<file path="config.mk">
export PLATFORM = sky130hd
export DESIGN_NAME = conv_coeff_sched
export DESIGN_NICKNAME = d
export VERILOG_FILES = /design/src/rtl/conv_pkg.sv /design/src/rtl/conv_coeff_bank.sv /design/src/rtl/conv_coeff_sched.sv
export SDC_FILE = /design/constraint.sdc
export NUM_CORES = 1
export LEC_CHECK = 0
export ABC_CLOCK_PERIOD_IN_PS = 4400
export CAP_MARGIN = 20
export CORE_ASPECT_RATIO = 1.2
export CORE_MARGIN = 10
export CORE_UTILIZATION = 64
export DETAILED_ROUTE_END_ITERATION = 10
export PLACE_DENSITY = 0.86
export SLEW_MARGIN = 20
export SYNTH_ARGS = -nofsm -noshare
export SYNTH_HDL_FRONTEND = slang
export SYNTH_HIERARCHICAL = 1
export SYNTH_SLANG_ARGS = --single-unit
export TNS_END_PERCENT = 50
</file>
<file path="constraint.sdc">
create_clock -name clk -period 4.4 [get_ports clk]
set_clock_uncertainty 0.1 [all_clocks]
set_input_delay 0.66 -clock clk [delete_from_list [all_inputs] [get_ports clk]]
set_output_delay 0.66 -clock clk [all_outputs]
set_load 0.01 [all_outputs]
</file>
<file path="src/rtl/conv_pkg.sv">
// Shared types and constants for the 3x3 convolution coefficient scheduler.
// The kernel is nine signed coefficients; both banks power up as the identity kernel.
package conv_pkg;

    localparam int COEFF_W  = 9;
    localparam int KERNEL_N = 9;

    typedef logic signed [COEFF_W-1:0] coeff_t;
    typedef coeff_t kernel_t [KERNEL_N];

    localparam kernel_t IDENTITY_KERNEL = '{4: coeff_t'(1), default: coeff_t'(0)};

    typedef enum logic [1:0] {
        IDLE,
        LOAD,
        HOLD
    } sched_state_e;

endpackage

</file>
<file path="src/rtl/conv_coeff_bank.sv">
// Two-bank coefficient register file: host-written shadow bank and streamed active bank.
// A swap publishes the shadow (including any same-cycle write) into both banks.
module conv_coeff_bank
    import conv_pkg::*;
(
    input  logic               clk,
    input  logic               rst,
    input  logic               wr_en,
    input  logic [3:0]         wr_addr,
    input  logic [COEFF_W-1:0] wr_data,
    input  logic               swap,
    input  logic [3:0]         rd_idx,
    output logic [COEFF_W-1:0] rd_data
);

    kernel_t shadow;
    kernel_t active;
    kernel_t shadow_nxt;

    always_comb begin
        shadow_nxt = shadow;
        for (int i = 0; i < KERNEL_N; i++) begin
            if (wr_en && (wr_addr == 4'(i))) begin
                shadow_nxt[i] = wr_data;
            end
        end
    end

    // After a swap both banks hold the same kernel, so the shadow starts from the live coefficients.
    always_ff @(posedge clk) begin
        if (rst) begin
            shadow <= IDENTITY_KERNEL;
            active <= IDENTITY_KERNEL;
        end else begin
            shadow <= shadow_nxt;
            if (swap) begin
                active <= shadow_nxt;
            end
        end
    end

    always_comb begin
        rd_data = '0;
        for (int i = 0; i < KERNEL_N; i++) begin
            if (rd_idx == 4'(i)) begin
                rd_data = active[i];
            end
        end
    end

endmodule

</file>
<file path="src/rtl/conv_coeff_sched.sv">
// Coefficient scheduler: swaps banks on frame start when a commit is pending and
// streams the active kernel to the convolution in lockstep with the delayed syncs.
module conv_coeff_sched #(
    parameter int COEFF_W  = 9,
    parameter int KERNEL_N = 9
) (
    input  logic               clk,
    input  logic               rst,
    input  logic               wr_en_i,
    input  logic [3:0]         wr_addr_i,
    input  logic [COEFF_W-1:0] wr_data_i,
    output logic               wr_ready_o,
    output logic               wr_drop_o,
    input  logic               commit_i,
    output logic               commit_ack_o,
    input  logic               dv_i,
    input  logic               hs_i,
    input  logic               vs_i,
    output logic               dv_o,
    output logic               hs_o,
    output logic               vs_o,
    output logic [COEFF_W-1:0] coeff_o,
    output logic               load_done_o,
    output logic               load_abort_o
);
    import conv_pkg::*;

    sched_state_e state;
    sched_state_e state_nxt;

    logic               vs_q;
    logic               hs_q;
    logic               dv_q;
    logic               pending;
    logic               drop_q;
    logic               ack_q;
    logic               abort_q;
    logic [3:0]         idx;
    logic               frame_start;
    logic               swap;
    logic               wr_ok;
    logic               wr_bad;
    logic               last_idx;
    logic [COEFF_W-1:0] rd_data;

    assign frame_start = vs_i & ~vs_q;
    assign swap        = frame_start & (pending | commit_i);
    assign wr_ok       = wr_en_i & ~pending & (wr_addr_i < 4'(KERNEL_N));
    assign wr_bad      = wr_en_i & ~wr_ok;
    assign last_idx    = (idx == 4'(KERNEL_N - 1));

    conv_coeff_bank u_bank (
        .clk     (clk),
        .rst     (rst),
        .wr_en   (wr_ok),
        .wr_addr (wr_addr_i),
        .wr_data (wr_data_i),
        .swap    (swap),
        .rd_idx  (idx),
        .rd_data (rd_data)
    );

    // A commit arriving on the frame-start cycle swaps immediately and never sets the flag.
    always_ff @(posedge clk) begin
        if (rst) begin
            vs_q    <= 1'b0;
            hs_q    <= 1'b0;
            dv_q    <= 1'b0;
            pending <= 1'b0;
            drop_q  <= 1'b0;
            ack_q   <= 1'b0;
            abort_q <= 1'b0;
        end else begin
            vs_q    <= vs_i;
            hs_q    <= hs_i;
            dv_q    <= dv_i;
            drop_q  <= wr_bad;
            ack_q   <= swap;
            abort_q <= (state == LOAD) && !vs_i && !last_idx;
            if (swap) begin
                pending <= 1'b0;
            end else if (commit_i) begin
                pending <= 1'b1;
            end
        end
    end

    always_ff @(posedge clk) begin
        if (rst) begin
            state <= IDLE;
            idx   <= '0;
        end else begin
            state <= state_nxt;
            idx   <= (state == LOAD) ? idx + 4'd1 : 4'd0;
        end
    end

    always_comb begin
        state_nxt = state;
        case (state)
            IDLE: if (frame_start) state_nxt = LOAD;
            LOAD: begin
                if (!vs_i) begin
                    state_nxt = IDLE;
                end else if (last_idx) begin
                    state_nxt = HOLD;
                end
            end
            HOLD: if (!vs_i) state_nxt = IDLE;
            default: state_nxt = IDLE;
        endcase
    end

    always_comb begin
        coeff_o     = '0;
        load_done_o = 1'b0;
        if (state == LOAD) begin
            coeff_o     = rd_data;
            load_done_o = last_idx;
        end
    end

    assign wr_ready_o   = ~pending;
    assign wr_drop_o    = drop_q;
    assign commit_ack_o = ack_q;
    assign load_abort_o = abort_q;
    assign vs_o         = vs_q;
    assign hs_o         = hs_q;
    assign dv_o         = dv_q;

endmodule

</file>
==> results of run 1 <==
per-stage QoR:
| stage | cell area (sq um) | hold slack [ps] | setup slack [ps] |
|---|---|---|---|
| after floorplan | 7040 | 342 | 1970 |
| after global placement | 7370 | 354 | 1030 |
| after detailed placement | 7370 | 376 | 942 |
| after CTS | 7930 | 386 | 503 |
| after global routing | 7930 | 404 | 227 |
| final | 7930 | 386 | 479 |
tightest hold or removal path: stages, from the launching register on:
cell and delay (ps):
dfxtp_1 300, mux2i_1 70, nor2_1 80
final timing paths:
check                                                   from                             end  slack (ps)
worst min register to register  u_bank/shadow[51]$_SDFF_PP0_    u_bank/shadow[51]$_SDFF_PP0_         390
worst max register to register          pending$_SDFFE_PP0P_  u_bank/active[69]$_SDFFE_PP0P_        2070
worst max-delay path                       idx[2]$_SDFF_PP0_                      coeff_o[0]         480
worst min-delay path            u_bank/shadow[51]$_SDFF_PP0_    u_bank/shadow[51]$_SDFF_PP0_         390
layout make-up:
| class | count | area [sq um] |
|---|---|---|
| Fill cell | 713 | 2690 |
| Multi-Input combinational cell | 488 | 3220 |
| Tap cell | 129 | 161 |
| Clock buffer | 19 | 443 |
| Sequential cell | 175 | 3500 |
| Timing Repair Buffer | 46 | 458 |
| Clock inverter | 13 | 119 |
| Inverter | 6 | 22.5 |
sequential cells by signal (all words and copies together) (netlist names):
name and flops:
u_bank/active 81, u_bank/shadow 81, idx 4, state 2, commit_ack_o 1, dv_o 1
hs_o 1, load_abort_o 1, pending 1, vs_o 1, wr_drop_o 1
layout by cell type (no fill, tap or decap), types with 4 or more instances in the layout:
cell type,Yosys,layout
o22ai_1,14,14
nor3b_2,2,4
a221o_1,7,7
clkbuf_16,0,17
nor2_1,173,172
a22oi_1,7,7
nor2b_1,17,17
dfxtp_1,175,174
o21ai_0,9,9
inv_6,0,8
clkdlybuf4s50_1,0,35
inv_1,6,6
nand2b_1,5,5
a211oi_1,87,87
nand2_1,8,8
mux2i_1,94,94
a21oi_1,7,7
and2_1,9,9
buf_4,3,9
power by group:
part | internal (W) | switching [W]
registers | 0.00164 | 0.0000358
clock network | 0.000763 | 0.000655
logic | 0.000107 | 0.000155
layer usage:
layer	vias up	share of wire (%)
li1	2581	-
met1	2580	43
met2	179	47
met3	33	6.0
met4	0	3.7
met5	-	0
cell families (layout without fill, tap and decap cells):
| kind of cell | count (synthesis) | in the layout |
|---|---|---|
| AND/OR/NAND/NOR | 246 | 246 |
| flip-flops | 175 | 175 |
| AO/OA/AOI/OAI | 144 | 144 |
| multiplexers | 95 | 95 |
| buffers and inverters | 76 | 84 |
| adder cells (fa/ha/maj) | 2 | 2 |
| XOR/XNOR | 1 | 1 |
==> impl_results.md, run 1 <==
* Power density cells at about 420 nW/um^2
* Count leader, synth: dfxtp_1
* Largest delay share family, worst path: simple AND/OR/NAND/NOR gates
* Pin count of the biggest net entering global routing at between 100 and 150
* First-pass GRT wire length at 26200 um
* Worst-case reg-to-reg path depth at 5
* Initial Utilization at 66.3%
* Cts bufs inserted at 17
* Sequential area share after synthesis at 49.8%
* Simple-gate share of the synthesized area at 16.5%
* Drt total wl at 16200 um
* Total global routing overflow at 0
* Max_slew headroom at 31.3%
* GR Layer Usage met2 at 33.4%
* Top_reg_cell synth: dfxtp_1
* Global Route Usage Sum at about a fifth
* Total negative setup slack at 0 ps
* Synth top cells by count: dfxtp_1, nor2_1, mux2i_1
* Power Total at about 0.0034 W
* Compound-cell area share of the yosys netlist at 15.0%
* WS Path Type: register to output port
* Met3 usage at a little under 5%
* Wire per inst at 18.5 um
* Leak at 3.12 nW
* RSZ-0062 raised after global routing: no
* Final setup vio count at 0
* Layout cell share with drive strength beyond 1 at approximately 8.4%
* Initial antenna violation count at 0
* Max Slew Vio Count at 0
* Row cnt at 41
* Cells after DPL at approximately 840
* # port buffers at 36
* Minimum clock period at 3920 ps
* Deepest clock path buffer count at 2
* Post-route ant nets at 0
* Synth cell types at 50
* Clock insertion delay at the later pin of the skew report at between 400 and 500 ps
* Max cap viols at 0
* Post-route core utilization at between 70% and 80%
* Post-synth EDFFs at 0
* Largest family of logic cells by synthesized area: simple AND/OR/NAND/NOR gates
* CTS resizes at 0
* Post-CTS setup buffer count at 0
* Layout area overhead at 12.8%
* CP endpoint kind: output port
* Die Height at 135 um
* Top cells by area, synth: dfxtp_1, mux2i_1, a211oi_1, nor2_1, clkbuf_1
* N_diodes at 0
* FFs w/ async S/R, synth at 0%
* Cell Area, Synth at 7040 sq um
* Synth Area per Inst at 9.52 sq um
* Die W at 116 um
* Worst vdd ir at around 240 uV
* CP Cell Sequence: nor2b_1 > and3_1 > a221o_1 > and2_1 > clkdlybuf4s50_1
* TritonCTS Sinks at 175
* CP max FO at 21
* I/O pin cnt at 37
* Vias post-DR at between 5000 and 6000
* Post-DP HPWL at 10600 um
* WP depth at 5
* Synthesized flop and latch total at 175
* CTS tree: done
* Finished Layout Cells at 876
* GR peak layer: met2
* Vias in the first global route at 5119
* GP Congestion at between 0.8 and 0.9
* Cells after Synth at between 700 and 800
* Fin nets at ~760
* Final hold vios at 0
* Worst slew pin tran at 1030 ps
* Status: complete, no violations
* Iteration-0 DRC Markers at 429
* Yosys Warn Count at 6
* Post-synthesis mux area share at roughly 14%
* Full die area at 15600 sq um
* Worst hold stages at 2
* Adder-cell share of the synthesized area at less than 1%
* Fin crit share at 89.1%
* Post-synth top area cell: dfxtp_1
* Highest Clock Rate at around 260 MHz
* Core Footprint at 10600 sq um
* Delay of the slowest cell on the worst path at 870 ps
* Hold Crit Class: register to register
* CTS Hold Bufs at 0
* Crit path DAT at 3160 ps
* Via density at 6.13
* CP bufs+invs at 1
* Crit-path slowest cell: dfxtp_1
* XOR/XNOR Fraction of Synth Area at less than 1%
* H-tree depth at 4
* Clk slew on worst S/H paths at 70 ps
* Req. time, crit path at 3640 ps
* Syn_nets at 761
* DR pass1 iterations at 5
* Yosys top cell area share at 49.8%
* GRT met1 Usage at 26.5%
* Startpoint class of the critical path: register
* # DRC at 0
* Clock tree root driver cell: clkbuf_16
Note: power is estimated with default switching activity, not from simulation.
==> run 2, diff against run 1 <==
CELL_PAD_IN_SITES_DETAIL_PLACEMENT = 0   (was not set)
CELL_PAD_IN_SITES_GLOBAL_PLACEMENT = 2   (was not set)
CORE_UTILIZATION = 41   (was 64)
==> run 2 against run 1 <==
Net effect:
- clock-buffer cell count increased by 1
- sequential power is essentially flat
- final cell count grew 9.7%
- non-clock buffer count is 2 lower
- highest routed layer unchanged
- first-iteration DRC count is 6.8% lower
- combinational power hardly changed
- core utilization fell by 27 points
==> impl_results.md, run 2 (synthesized netlist as in run 1, its figures left out) <==
* Status: complete, no violations (unchanged)
* Commonest non-fill, non-tap cells in the layout: dfxtp_1, nor2_1, mux2i_1, a211oi_1, clkdlybuf4s50_1 (unchanged)
* Clk slew on worst S/H paths at 60 ps (was 70 ps)
* Wire per inst at 18.1 um (was 18.5 um)
* Internal Power at 0.00257 W (was 0.00251 W)
* Top Registers: u_bank/active x81, u_bank/shadow x81, idx x4 (unchanged)
* Fillcell total at 1570 (was 713)
* CP Cell Sequence: buf_12 > mux2i_1 > o32ai_1 > a31oi_1 > o221ai_1 > and2_1 > clkdlybuf4s50_1 (was nor2b_1 > and3_1 > a221o_1 > and2_1 > clkdlybuf4s50_1)
* Sequential Power Share at 49.4% (was 50.0%)
* Vias post-DR at 5173 (was 5373)
* Fin crit share at 86.1% (was 89.1%)
* Via density at 5.38 (was 6.13)
* Leading cell type in the layout, fill and taps excluded: dfxtp_1 (unchanged)
* Clock insertion delay at the later pin of the skew report at 440 ps (was 420 ps)
* Total global routing overflow at 0 (unchanged)
* CP max FO at 30 (was 21)
* Die Height at 163 um (was 135 um)
* CTS tree: done (unchanged)
* Layout cell share with drive strength beyond 1 at 8.32% (was 8.43%)
* I/O pin cnt at 37 (unchanged)
* Worst hold stages at 2 (unchanged)
* Drt total wl at 17400 um (was 16200 um)
* Delay of the slowest cell on the worst path at 680 ps (was 870 ps)
* Clock network fraction of total power at 42.9% (was 42.2%)
* # DRC at 0 (unchanged)
* Post-DP HPWL at 11400 um (was 10600 um)
* WS Path Type: register to output port (unchanged)
* Post-route core utilization at 47.8% (was 74.7%)
* # port buffers at 36 (unchanged)
* Largest delay share family, worst path: buffers and inverters (was simple AND/OR/NAND/NOR gates)
* CP bufs+invs at 2 (was 1)
* Deepest clock path buffer count at 2 (unchanged)
* Max_slew headroom at 31.2% (was 31.3%)
* Max cap viols at 0 (unchanged)
* Core Footprint at 16900 sq um (was 10600 sq um)
* Finished Layout Cells at 961 (was 876)
* Cells after DPL at 929 (was 844)
* H-tree depth at 4 (unchanged)
* Layout area overhead at 14.5% (was 12.8%)
* Total negative setup slack at 0 ps (unchanged)
* TritonCTS Sinks at 175 (unchanged)
* GP Congestion at 0.815 (was 0.869)
* DR pass1 iterations at 4 (was 5)
* Switching share of power at 24.3% (was 25.2%)
* RSZ-0062 raised after global routing: no (unchanged)
* Initial Utilization at 41.8% (was 66.3%)
* Share of power burned in combinational logic at 7.7% (was 7.8%)
* Initial antenna violation count at 0 (unchanged)
* Hold Crit Class: register to register (unchanged)
* Highest Clock Rate at 264 MHz (was 255 MHz)
* Crit-path slowest cell: dfxtp_2 (was dfxtp_1)
* Fin nets at 754 (was 756)
* Global Route Usage Sum at 15.3% (was 21.2%)
* First-pass GRT wire length at 28000 um (was 26200 um)
* Worst slew pin tran at 1030 ps (about the same)
* Row cnt at 52 (was 41)
* Multi-input gate area at 3220 sq um (unchanged)
* N_diodes at 0 (unchanged)
* Req. time, crit path at 3640 ps (about the same)
* Leak at 3.11 nW (was 3.12 nW)
* Max Slew Vio Count at 0 (unchanged)
* Switch Pwr at 0.000827 W (was 0.000846 W)
* Power density cells at 422 nW/um^2 (was 424 nW/um^2)
* CTS Hold Bufs at 0 (unchanged)
* Die W at 140 um (was 116 um)
* Clock tree root driver cell: clkbuf_16 (unchanged)
* Reg area at 3500 sq um (unchanged)
* Post-route ant nets at 0 (unchanged)
* Startpoint class of the critical path: register (unchanged)
* Met2 wire len at 8440 um (was 7670 um)
* Final setup vio count at 0 (unchanged)
* Met1 wire length at 8030 um (was 6940 um)
* Final hold vios at 0 (unchanged)
* Final Hold Slack at 384 ps (was 386 ps)
* Post-CTS setup buffer count at 0 (unchanged)
* Crit path DAT at 3030 ps (was 3160 ps)
* Minimum clock period at 3790 ps (was 3920 ps)
* CP endpoint kind: output port (unchanged)
* Full die area at 22800 sq um (was 15600 sq um)
* WP depth at 7 (was 5)
* Iteration-0 DRC Markers at 400 (was 429)
* Vias in the first global route at 5138 (was 5119)
* Highest Signal Layer: met4 (unchanged)
* Worst-case reg-to-reg path depth at 5 (unchanged)
* Cts bufs inserted at 17 (unchanged)
* Metal3 WL at 633 um (was 968 um)
* Pin count of the biggest net entering global routing at 163 (was 106)
* Worst vdd ir at 264 uV (was 241 uV)
* CTS resizes at 0 (unchanged)
-- run 2: cell types whose count changed in the layout (fill, tap and decap cells not counted), moves of 2 or more --
cell	change
inv_8	-2
inv_6	-6
clkinv_2	+3
clkinvlp_4	+4
buf_4	-3
clkbuf_8	+2
-- run 2: layout make-up --
cell class / count / area share [%]
clock buffer: 20 / 5.79
inverter: 6 / 0.280
timing repair buffer: 44 / 5.65
multi-input combinational: 488 / 40.0
clock inverter: 12 / 1.37
sequential: 175 / 43.5
tap: 216 / 3.36
-- run 2: path summary, 6_finish.rpt --
path / end / slack (ps) / start
setup / recovery: coeff_o[5] / 610 / idx[0]$_SDFF_PP0_
hold / removal: u_bank/active[49]$_SDFFE_PP0P_ / 380 / u_bank/active[49]$_SDFFE_PP0P_
setup reg to reg: u_bank/active[60]$_SDFFE_PP0P_ / 2100 / pending$_SDFFE_PP0P_
hold reg to reg: u_bank/active[49]$_SDFFE_PP0P_ / 380 / u_bank/active[49]$_SDFFE_PP0P_
-- run 2: tightest hold or removal path, cell delays in order, from the launching register on --
cell and delay, ps:
dfxtp_1 310, nor2_1 80, a211oi_1 50
-- run 2: routing by layer --
| metal | track usage, % | vias up |
|---|---|---|
| met3 | 3.54 | 17 |
| met1 | 19.2 | 2500 |
| met2 | 25.3 | 67 |
| met5 | 0 | - |
| li1 | - | 2589 |
| met4 | 4.98 | 0 |
-- run 2: through the flow --
step | total power (W) | area, sq um | setup WS, ps
6_report | 0.00340 | 8050 | 613
5_1_grt | 0.00353 | 8050 | 425
4_1_cts | 0.00343 | 8050 | 645
3_5_place_dp | 0.00198 | 7480 | 929
3_3_place_gp | 0.00197 | 7480 | 991
2_1_floorplan | 0.00188 | 7040 | 1970
-- run 2: power by group through the flow --
stage / sequential [W] / combinational, W / clock [W]
2_1_floorplan: 0.00170 / 0.000181 / 0
3_3_place_gp: 0.00171 / 0.000258 / 0
3_5_place_dp: 0.00172 / 0.000262 / 0
4_1_cts: 0.00168 / 0.000263 / 0.00149
5_1_grt: 0.00169 / 0.000290 / 0.00156
6_report: 0.00168 / 0.000261 / 0.00146
==> run 3, diff against run 2 <==
PLACE_DENSITY = not set   (was 0.86)
PLACE_DENSITY_LB_ADDON = 0.1   (was not set)
SETUP_SLACK_MARGIN = 0.2   (was not set)
==> run 3 against run 2 <==
Net effect:
- first-iteration DRC count is 0.50% lower
- core utilization hardly changed
- critical endpoint is now coeff_o[0]
- sequential power about the same
- critical path type unchanged
- final cell count grew 0.21%
- combinational power about the same
- via count down 0.33%
==> impl_results.md, run 3 (synthesized netlist as in run 1, its figures left out) <==
* CP endpoint kind: output port (unchanged)
* Largest delay share family, worst path: simple AND/OR/NAND/NOR gates (was buffers and inverters)
* Switch Pwr at 0.000819 W (was 0.000827 W)
* Clk slew on worst S/H paths at 60 ps (about the same)
* Switching share of power at 24.2% (was 24.3%)
* Cts bufs inserted at 17 (unchanged)
* GP Congestion at 0.819 (was 0.815)
* Core Footprint at 16900 sq um (unchanged)
* Internal Power at 0.00256 W (was 0.00257 W)
* Post-route ant nets at 0 (unchanged)
* Crit-path slowest cell: dfxtp_1 (was dfxtp_2)
* Wire per inst at 18.4 um (was 18.1 um)
* Total global routing overflow at 0 (unchanged)
* Clock network fraction of total power at 42.7% (was 42.9%)
* R2R Setup Slk at 2000 ps (was 2100 ps)
* Fin nets at 756 (was 754)
* # DRC at 0 (unchanged)
* CP Cell Sequence: nor2b_1 > and3_1 > a221o_1 > and2_1 > clkdlybuf4s50_1 (was buf_12 > mux2i_1 > o32ai_1 > a31oi_1 > o221ai_1 > and2_1 > clkdlybuf4s50_1)
* Critical path origin: idx[2]$_SDFF_PP0_ (was idx[0]$_SDFF_PP0_)
* Layout cell share with drive strength beyond 1 at 8.43% (was 8.32%)
* RSZ-0062 raised after global routing: no (unchanged)
* Hold Crit Class: register to register (unchanged)
* Delay of the slowest cell on the worst path at 660 ps (was 680 ps)
* Sequential Power Share at 49.6% (was 49.4%)
* Iteration-0 DRC Markers at 398 (was 400)
* Max cap viols at 0 (unchanged)
* Fillcell total at 1606 (was 1570)
* N_diodes at 0 (unchanged)
* Die W at 140 um (unchanged)
* Post-CTS setup buffer count at 0 (unchanged)
* Leading cell type in the layout, fill and taps excluded: dfxtp_1 (unchanged)
* Clock tree root driver cell: clkbuf_16 (unchanged)
* # port buffers at 36 (unchanged)
* Vias in the first global route at 4989 (was 5138)
* Row cnt at 52 (unchanged)
* Commonest non-fill, non-tap cells in the layout: dfxtp_1, nor2_1, mux2i_1, a211oi_1, clkdlybuf4s50_1 (unchanged)
* Share of power burned in combinational logic at 7.8% (was 7.7%)
* Total negative setup slack at 0 ps (unchanged)
* Dpl ws at 906 ps (was 929 ps)
* H-tree depth at 4 (unchanged)
* Max Slew Vio Count at 0 (unchanged)
* Top Registers: u_bank/active x81, u_bank/shadow x81, idx x4 (unchanged)
* CP bufs+invs at 1 (was 2)
* Hold EP: u_bank/shadow[36]$_SDFF_PP1_ (was u_bank/active[49]$_SDFFE_PP0P_)
* Initial Utilization at 41.8% (unchanged)
* CTS tree: done (unchanged)
* DR pass1 iterations at 4 (unchanged)
* Req. time, crit path at 3640 ps (about the same)
* Power density cells at 420 nW/um^2 (was 422 nW/um^2)
* Fin crit share at 82.4% (was 86.1%)
* Worst vdd ir at 246 uV (was 264 uV)
* Crit path DAT at 2860 ps (was 3030 ps)
* Worst-case reg-to-reg path depth at 5 (unchanged)
* Vias post-DR at 5156 (was 5173)
* Highest Clock Rate at 276 MHz (was 264 MHz)
* Drt total wl at 17700 um (was 17400 um)
* Max_slew headroom at 45.8% (was 31.2%)
* Deepest clock path buffer count at 2 (unchanged)
* Via density at 5.35 (was 5.38)
* TritonCTS Sinks at 175 (unchanged)
* I/O pin cnt at 37 (unchanged)
* Global Route Usage Sum at 15.6% (was 15.3%)
* Pin count of the biggest net entering global routing at 163 (unchanged)
* First-pass GRT wire length at 28300 um (was 28000 um)
* Worst hold stages at 2 (unchanged)
* Startpoint class of the critical path: register (unchanged)
* Status: complete, no violations (unchanged)
* CTS Hold Bufs at 0 (unchanged)
* Final hold vios at 0 (unchanged)
* Reg2reg end: u_bank/active[61]$_SDFFE_PP0P_ (was u_bank/active[60]$_SDFFE_PP0P_)
* CTS resizes at 0 (unchanged)
* Final setup vio count at 0 (unchanged)
* Layout area overhead at 14.4% (was 14.5%)
* Full die area at 22800 sq um (unchanged)
* Worst slew pin tran at 811 ps (was 1030 ps)
* Post-DP HPWL at 11600 um (was 11400 um)
* Reg-to-Reg Start: pending$_SDFFE_PP0P_ (unchanged)
* Die Height at 163 um (unchanged)
* Clock insertion delay at the later pin of the skew report at 420 ps (was 440 ps)
* Min-delay src: u_bank/shadow[36]$_SDFF_PP1_ (was u_bank/active[49]$_SDFFE_PP0P_)
* WS Path Type: register to output port (unchanged)
* Final worst slack at 775 ps (was 613 ps)
* Minimum clock period at 3620 ps (was 3790 ps)
* Initial antenna violation count at 0 (unchanged)
* Leak at 3.12 nW (was 3.11 nW)
* CP max FO at 14 (was 30)
[run 3: area by class of cell]
cell class	instances	area, sq um	share of cell area [%]
Clock buffer	20	457	5.67
Clock inverter	12	111	1.38
Inverter	6	22.5	0.280
Multi-Input combinational cell	488	3220	40.1
Sequential cell	175	3500	43.5
Tap cell	216	270	3.36
Timing Repair Buffer	46	458	5.69
[run 3: layer usage]
metal	up-vias	part of all wire (%)	global-route usage, %
met3	2	3.8	2.96
met5	-	0	0
met2	80	48	24.7
met1	2484	48	20.8
met4	0	0.36	5.17
li1	2590	-	-
[run 3: worst max path at each step]
stage | to | slack (ps) | depth (start not counted)
6_report | coeff_o[0] | 780 | 5
5_1_grt | coeff_o[0] | 600 | 5
4_1_cts | coeff_o[8] | 780 | 5
3_5_place_dp | u_bank/active[57]$_SDFFE_PP0P_ | 910 | 7
3_3_place_gp | u_bank/active[58]$_SDFFE_PP0P_ | 970 | 7
2_1_floorplan | coeff_o[0] | 1970 | 7
[run 3: worst register-to-register path, cell delays in order, from the launching register on]
cell	delay [ps]
dfxtp_1	360
nor3b_1	330
nor3b_2	310
nand3b_1	610
mux2i_1	430
a211oi_1	120
[run 3: power groups by stage]
stage / Clock, W / Sequential [W] / Combinational [W]
4_1_cts: 0.00148 / 0.00168 / 0.000264
2_1_floorplan: 0 / 0.00170 / 0.000181
5_1_grt: 0.00155 / 0.00168 / 0.000290
3_3_place_gp: 0 / 0.00171 / 0.000260
6_report: 0.00144 / 0.00168 / 0.000262
3_5_place_dp: 0 / 0.00171 / 0.000264
[run 3: through the flow]
step	area [sq um]	power [W]	util [%]	hold WS, ps	cells
floorplan	7040	0.00188	-	342	739
global placement	7480	0.00197	44.4	361	931
detailed placement	7480	0.00198	44.4	369	931
CTS	8050	0.00342	47.8	385	963
global route	8050	0.00353	47.8	399	963
finish	8050	0.00338	47.8	382	963
